===== config.mk =====
export PLATFORM = sky130hd
export DESIGN_NAME = pipe_stage_skid
export DESIGN_NICKNAME = d
export VERILOG_FILES = /design/src/rtl/pipe_stage_skid.sv
export SDC_FILE = /design/constraint.sdc
export NUM_CORES = 1
export LEC_CHECK = 0
export BUFFER_PORTS_ARGS = -buffer_cell sky130_fd_sc_hd__buf_2
export CORE_ASPECT_RATIO = 0.75
export CORE_MARGIN = 4
export CORE_UTILIZATION = 55
export DETAILED_ROUTE_END_ITERATION = 7
export GPL_TIMING_DRIVEN = 0
export PLACE_DENSITY = 0.87
export SYNTH_ARGS = -nofsm -noshare
export SYNTH_HDL_FRONTEND = slang
export SYNTH_SLANG_ARGS = --single-unit

===== constraint.sdc =====
create_clock -name clk -period 6.1 [get_ports clk]
set_input_delay 1.22 -clock clk [delete_from_list [all_inputs] [get_ports clk]]
set_output_delay 1.22 -clock clk [all_outputs]
set_load 0.03 [all_outputs]

===== src/rtl/pipe_stage_skid.sv =====
// pipe_stage_skid: generic inter-stage pipeline register with a valid/ready
// handshake and a 2-entry skid buffer (main + skid). in_ready is registered so
// no combinational ready path crosses the stage. Flush kills held and incoming
// entries and forces the control field to the CTRL_BUBBLE (NOP) value.
// Optional feature macro: PIPE_STAGE_STATS_EN adds saturating stall/bubble
// performance counters (stall_cnt, bubble_cnt).
module pipe_stage_skid #(
  parameter int                DATA_W      = 64,
  parameter int                CTRL_W      = 16,
  parameter logic [CTRL_W-1:0] CTRL_BUBBLE = '0,
  parameter int                CNT_W       = 16
) (
  input  logic              clk,
  input  logic              rst,
  input  logic              flush,
  input  logic              in_valid,
  output logic              in_ready,
  input  logic [DATA_W-1:0] in_data,
  input  logic [CTRL_W-1:0] in_ctrl,
  output logic              out_valid,
  input  logic              out_ready,
  output logic [DATA_W-1:0] out_data,
  output logic [CTRL_W-1:0] out_ctrl
`ifdef PIPE_STAGE_STATS_EN
  ,
  output logic [CNT_W-1:0]  stall_cnt,
  output logic [CNT_W-1:0]  bubble_cnt
`endif
);

  typedef enum logic [1:0] {
    S_EMPTY = 2'd0,
    S_ONE   = 2'd1,
    S_FULL  = 2'd2
  } state_t;

  state_t              state_q, state_d;
  logic [DATA_W-1:0]   main_data_q, main_data_d;
  logic [CTRL_W-1:0]   main_ctrl_q, main_ctrl_d;
  logic [DATA_W-1:0]   skid_data_q, skid_data_d;
  logic [CTRL_W-1:0]   skid_ctrl_q, skid_ctrl_d;
  logic                in_ready_q;
  logic                accept;
  logic                deliver;

  assign in_ready  = in_ready_q;
  assign out_valid = (state_q != S_EMPTY);
  // Mask the head entry so downstream sees a clean NOP whenever nothing is live.
  assign out_data  = out_valid ? main_data_q : '0;
  assign out_ctrl  = out_valid ? main_ctrl_q : CTRL_BUBBLE;

  assign accept  = in_valid & in_ready_q;
  assign deliver = out_valid & out_ready;

  // Next-state and storage steering for the EMPTY/ONE/FULL occupancy machine.
  // NOTE: every output of this block gets a default first, so no path leaves a
  // variable unassigned and no latch is inferred.
  always_comb begin
    state_d     = state_q;
    main_data_d = main_data_q;
    main_ctrl_d = main_ctrl_q;
    skid_data_d = skid_data_q;
    skid_ctrl_d = skid_ctrl_q;

    unique case (state_q)
      S_EMPTY: begin
        if (accept) begin
          state_d     = S_ONE;
          main_data_d = in_data;
          main_ctrl_d = in_ctrl;
        end
      end
      S_ONE: begin
        if (accept && deliver) begin
          main_data_d = in_data;
          main_ctrl_d = in_ctrl;
        end else if (accept) begin
          state_d     = S_FULL;
          skid_data_d = in_data;
          skid_ctrl_d = in_ctrl;
        end else if (deliver) begin
          state_d = S_EMPTY;
        end
      end
      S_FULL: begin
        // in_ready is low here, so only a delivery can change anything.
        if (deliver) begin
          state_d     = S_ONE;
          main_data_d = skid_data_q;
          main_ctrl_d = skid_ctrl_q;
        end
      end
      default: state_d = S_EMPTY;
    endcase

    // Flush overrides the handshake: held entries and the incoming one are dropped.
    if (flush) begin
      state_d     = S_EMPTY;
      main_data_d = '0;
      main_ctrl_d = CTRL_BUBBLE;
      skid_data_d = '0;
      skid_ctrl_d = CTRL_BUBBLE;
    end
  end

  // State, payload storage and registered in_ready.
  // NOTE: sequential state uses non-blocking assignments only; the skid entry is
  // reset too because a flush/reset must leave no stale payload behind.
  always_ff @(posedge clk or posedge rst) begin
    if (rst) begin
      state_q     <= S_EMPTY;
      main_data_q <= '0;
      main_ctrl_q <= CTRL_BUBBLE;
      skid_data_q <= '0;
      skid_ctrl_q <= CTRL_BUBBLE;
      in_ready_q  <= 1'b1;
    end else begin
      state_q     <= state_d;
      main_data_q <= main_data_d;
      main_ctrl_q <= main_ctrl_d;
      skid_data_q <= skid_data_d;
      skid_ctrl_q <= skid_ctrl_d;
      in_ready_q  <= (state_d != S_FULL);
    end
  end

`ifdef PIPE_STAGE_STATS_EN
  localparam logic [CNT_W-1:0] CNT_MAX = '1;

  // Saturating perf counters; only reset clears them, flush leaves them alone.
  always_ff @(posedge clk or posedge rst) begin
    if (rst) begin
      stall_cnt  <= '0;
      bubble_cnt <= '0;
    end else begin
      if (out_valid && !out_ready && stall_cnt != CNT_MAX)
        stall_cnt <= stall_cnt + 1'b1;
      if (!out_valid && out_ready && bubble_cnt != CNT_MAX)
        bubble_cnt <= bubble_cnt + 1'b1;
    end
  end
`endif

endmodule

==> flow_summary_export.csv <==
group,metric,value,unit
floorplanning,top_level_ports,167,
synth,synth-seq-area-share,46.9,%
sta,rsz0062_at_grt,"no",
synth,netlist_area,8710,um^2
layout,fin_nets,1116,
synth,yosysUniqueCellTypes,31,
place,dp_hpwl,15300,um
global_routing,grt_max_degree,87,
critical_path,critPathLaunchType,"flip-flop",
clock_tree,htreeDepth,4,
clock_tree,clkTransAtPathRegs,0.06,ns
sta,finalHoldViolCount,0,
sta,setup_viol,0,
critical_path,r2r_end,"skid_data_q[60]$_DFFE_PP0P_",
clock_tree,max-clock-path-buffers,2,
critical_path,r2r_slack,3.04,ns
power_and_ir_drop,switching_share,31.0,%
sta,fin_skew,0.00755,ns
sta,max-slew-margin-rel,43.0,%
synth,synth.avg_cell_area,10.3,um^2
floorplanning,rows,39,
clock_tree,cts.hold.buffers_added,0,
clock_tree,tritoncts,"built",
clock_tree,postCtsSetupRepairBufs,0,
route,highest_layer,"met4",
route,vias,7279,
layout,fillCellCount,1178,
route,wirelength_met1,10200,um
clock_tree,cts-root-buf,"clkbuf_16",
sta,min_period,3.77,ns
global_routing,antenna_found_initial,1,
place,numPortBuffers,165,
clock_tree,post_cts_resized,0,
sta,worst_pin_slew,0.854,ns
global_routing,grt_pass1_wl,37000,um
power_and_ir_drop,sequentialPowerShare,40.1,%
power_and_ir_drop,clkPwrFrac,37.5,%
min_path,hold_path.class,"flip-flop to flip-flop",
global_routing,grt_use_total,25.7,%
route,wl_per_cell,18.5,um
layout,syn_to_final_growth,20.1,%
min_path,holdPathStages,2,
sta,period_share,61.7,%
sta,hold_slack,0.520,ns
route,routed_wl,23000,um
critical_path,r2r_start,"state_q[0]$_DFF_PP0_",
layout,post-route-util,68.1,%
layout,drive_above_1_share,28.0,%
floorplanning,die_y,117,um
critical_path,cp_max_fo,10,
place,gp_congestion,0.819,
clock_tree,clk_latency,0.42,ns
global_routing,grt_pass1_vias,7243,
route,via_per_inst,5.84,
power_and_ir_drop,combPwrFrac,22.4,%
job,maxCapViolCount,0,
critical_path,rr_worst_depth,9,
synth,synth_seq_cells,163,
clock_tree,clock-sinks,163,
global_routing,grt_overflow_total,0,
power_and_ir_drop,total_leakage_power,4.47,nW
min_path,worstHoldStart,"skid_data_q[15]$_DFFE_PP0P_",
sta,fmax,0.265,GHz
sta,slew_violations,0,
floorplanning,initial_core_util,56.7,%
critical_path,worstPathRequired,4.88,ns
floorplanning,die_area,17900,um^2
floorplanning,coreArea,15400,um^2
route,drc_errors,0,
floorplanning,die-width,153,um
power_and_ir_drop,intPower,2.13,mW
route,met3_length,1730,um
critical_path,end_kind,"primary output",
power_and_ir_drop,power_density,295,nW/um^2
critical_path,critPathKind,"flip-flop to primary output",
power_and_ir_drop,ir_drop,0.187,mV
power_and_ir_drop,switching_power,0.955,mW
clock_tree,cts_made_buffers,17,
synth,syn_inst,842,
min_path,whs_endpoint,"skid_data_q[15]$_DFFE_PP0P_",
route,route.met2.wl,10600,um
route,drtIter0Drc,546,
route,dr.pass1.iters,6,
synth,yosys_warnings,0,
status,status,"finished, final reports clean",
critical_path,worstPathArrival,2.55,ns
route,ant_nets,0,
synth,syn-num-nets,931,
-- synth_stat cells --
cell type	count	area share, %
a21oi_1	81	4.7
and2_0	1	0.072
nand4b_1	80	8.0
nand2_1	162	7.0
dfrtp_1	162	47
maj3_1	1	0.11
o31ai_2	80	11
nor4b_1	1	0.10
clkbuf_1	77	3.3
nor2_1	1	0.043
nor3_1	1	0.057
or4_1	1	0.086
ha_1	4	0.57
a32o_1	1	0.11
nand3_1	1	0.057
inv_1	4	0.17
buf_2	1	0.057
inv_2	1	0.043
a41oi_2	1	0.19
mux2i_1	80	9.2
buf_6	9	1.2
nand2b_1	2	0.14
buf_1	2	0.086
o21ai_1	1	0.057
a21bo_1	1	0.11
a221oi_1	2	0.20
nor2b_1	80	5.7
dfstp_2	1	0.30
o211a_1	1	0.11
and3_1	1	0.072
and2_1	1	0.072
-- cells in the final DEF, fill, tap and decap left out, types with 2 or more instances in the layout --
cell	Yosys	layout
buf_2	1	166
nand2_1	162	162
dfrtp_1	162	162
a21oi_1	81	81
mux2i_1	80	80
nand4b_1	80	80
o31ai_2	80	80
nor2b_1	80	80
clkbuf_1	77	78
clkbuf_16	0	17
buf_6	9	9
ha_1	4	4
bufinv_16	0	4
inv_1	4	3
clkinv_2	0	3
inv_6	0	3
nand2b_1	2	2
buf_1	2	2
a221oi_1	2	2
clkinvlp_4	0	2
clkbuf_8	0	2
-- per-layer routing --
layer  global-route usage [%]  up-vias
li1                         -     3355
met1                     35.8     3577
met2                     41.0      307
met3                     5.70       40
met4                     7.89        0
met5                        0        -
-- area by class of cell --
cell class	count	area (um^2)	share of cell area, %
multi-input cells	585	4210	40.2
flip-flops and latches	163	4080	39.0
repair buffers	166	853	8.16
clock buffers	20	457	4.37
plain buffers	89	403	3.85
well taps	205	256	2.45
clock inverters	12	176	1.69
inverters	5	26.3	0.251
diodes	1	2.50	0.0239
-- critical path, stage by stage, from the launching register on --
cell	delay [ns]
dfrtp_1	0.44
inv_1	0.13
ha_1	0.19
clkbuf_1	0.54
clkbuf_1	0.47
nor2b_1	0.15
buf_2	0.21
-- metrics by stage --
| stage | cells | setup TNS, ns | total power [mW] | instance area [um^2] | setup slack [ns] |
|---|---|---|---|---|---|
| 3_5_place_dp | 1213 | 0 | 1.94 | 9830 | 2.81 |
| 2_1_floorplan | 842 | 0 | 1.73 | 8710 | 0.477 |
| 3_3_place_gp | 1212 | -223.30 | 1.91 | 9790 | -1.39 |
| 5_1_grt | 1246 | 0 | 3.20 | 10500 | 2.17 |
| 4_1_cts | 1245 | 0 | 3.09 | 10500 | 2.37 |
| 6_report | 1246 | 0 | 3.08 | 10500 | 2.33 |
-- power groups by stage --
stage               sequential (mW)  clock, mW  combinational [mW]
finish                         1.23       1.16               0.690
global route                   1.25       1.21               0.745
CTS                            1.23       1.17               0.688
detailed placement             1.25          0               0.683
global placement               1.25          0               0.667
floorplan                      1.23          0               0.497
-- how the worst max path moves through the flow --
stage / from / end / slack [ns] / cells after the start
final: state_q[0]$_DFF_PP0_ / out_data[63] / 2.33 / 6
after detailed placement: state_q[0]$_DFF_PP0_ / out_data[63] / 2.81 / 6
after global routing: state_q[0]$_DFF_PP0_ / out_data[63] / 2.17 / 6
after floorplan: rst / main_ctrl_q[0]$_DFFE_PP0P_ / 0.48 / 1
after CTS: state_q[0]$_DFF_PP0_ / out_data[63] / 2.37 / 6
after global placement: rst / main_ctrl_q[7]$_DFFE_PP0P_ / -1.39 / 2
-- sequential cells by signal, summed over array words and instances, names as in the netlist --
register	cells
state_q	2
main_data_q	64
main_ctrl_q	16
in_ready	1
skid_data_q	64
skid_ctrl_q	16
-- logic make-up (layout without fill, tap and decap cells) --
kind of cell	after synthesis	in the layout	share of synthesized area [%]
and+or+nand+nor	332	332	21.5
AOI/OAI and AO/OA	168	168	16.9
DFF	163	163	46.9
buffers and inverters	94	292	4.84
muxes	80	80	9.20
adders and majority gates	5	5	0.690
other	0	1	0
Power figures use the tool's default switching activity.
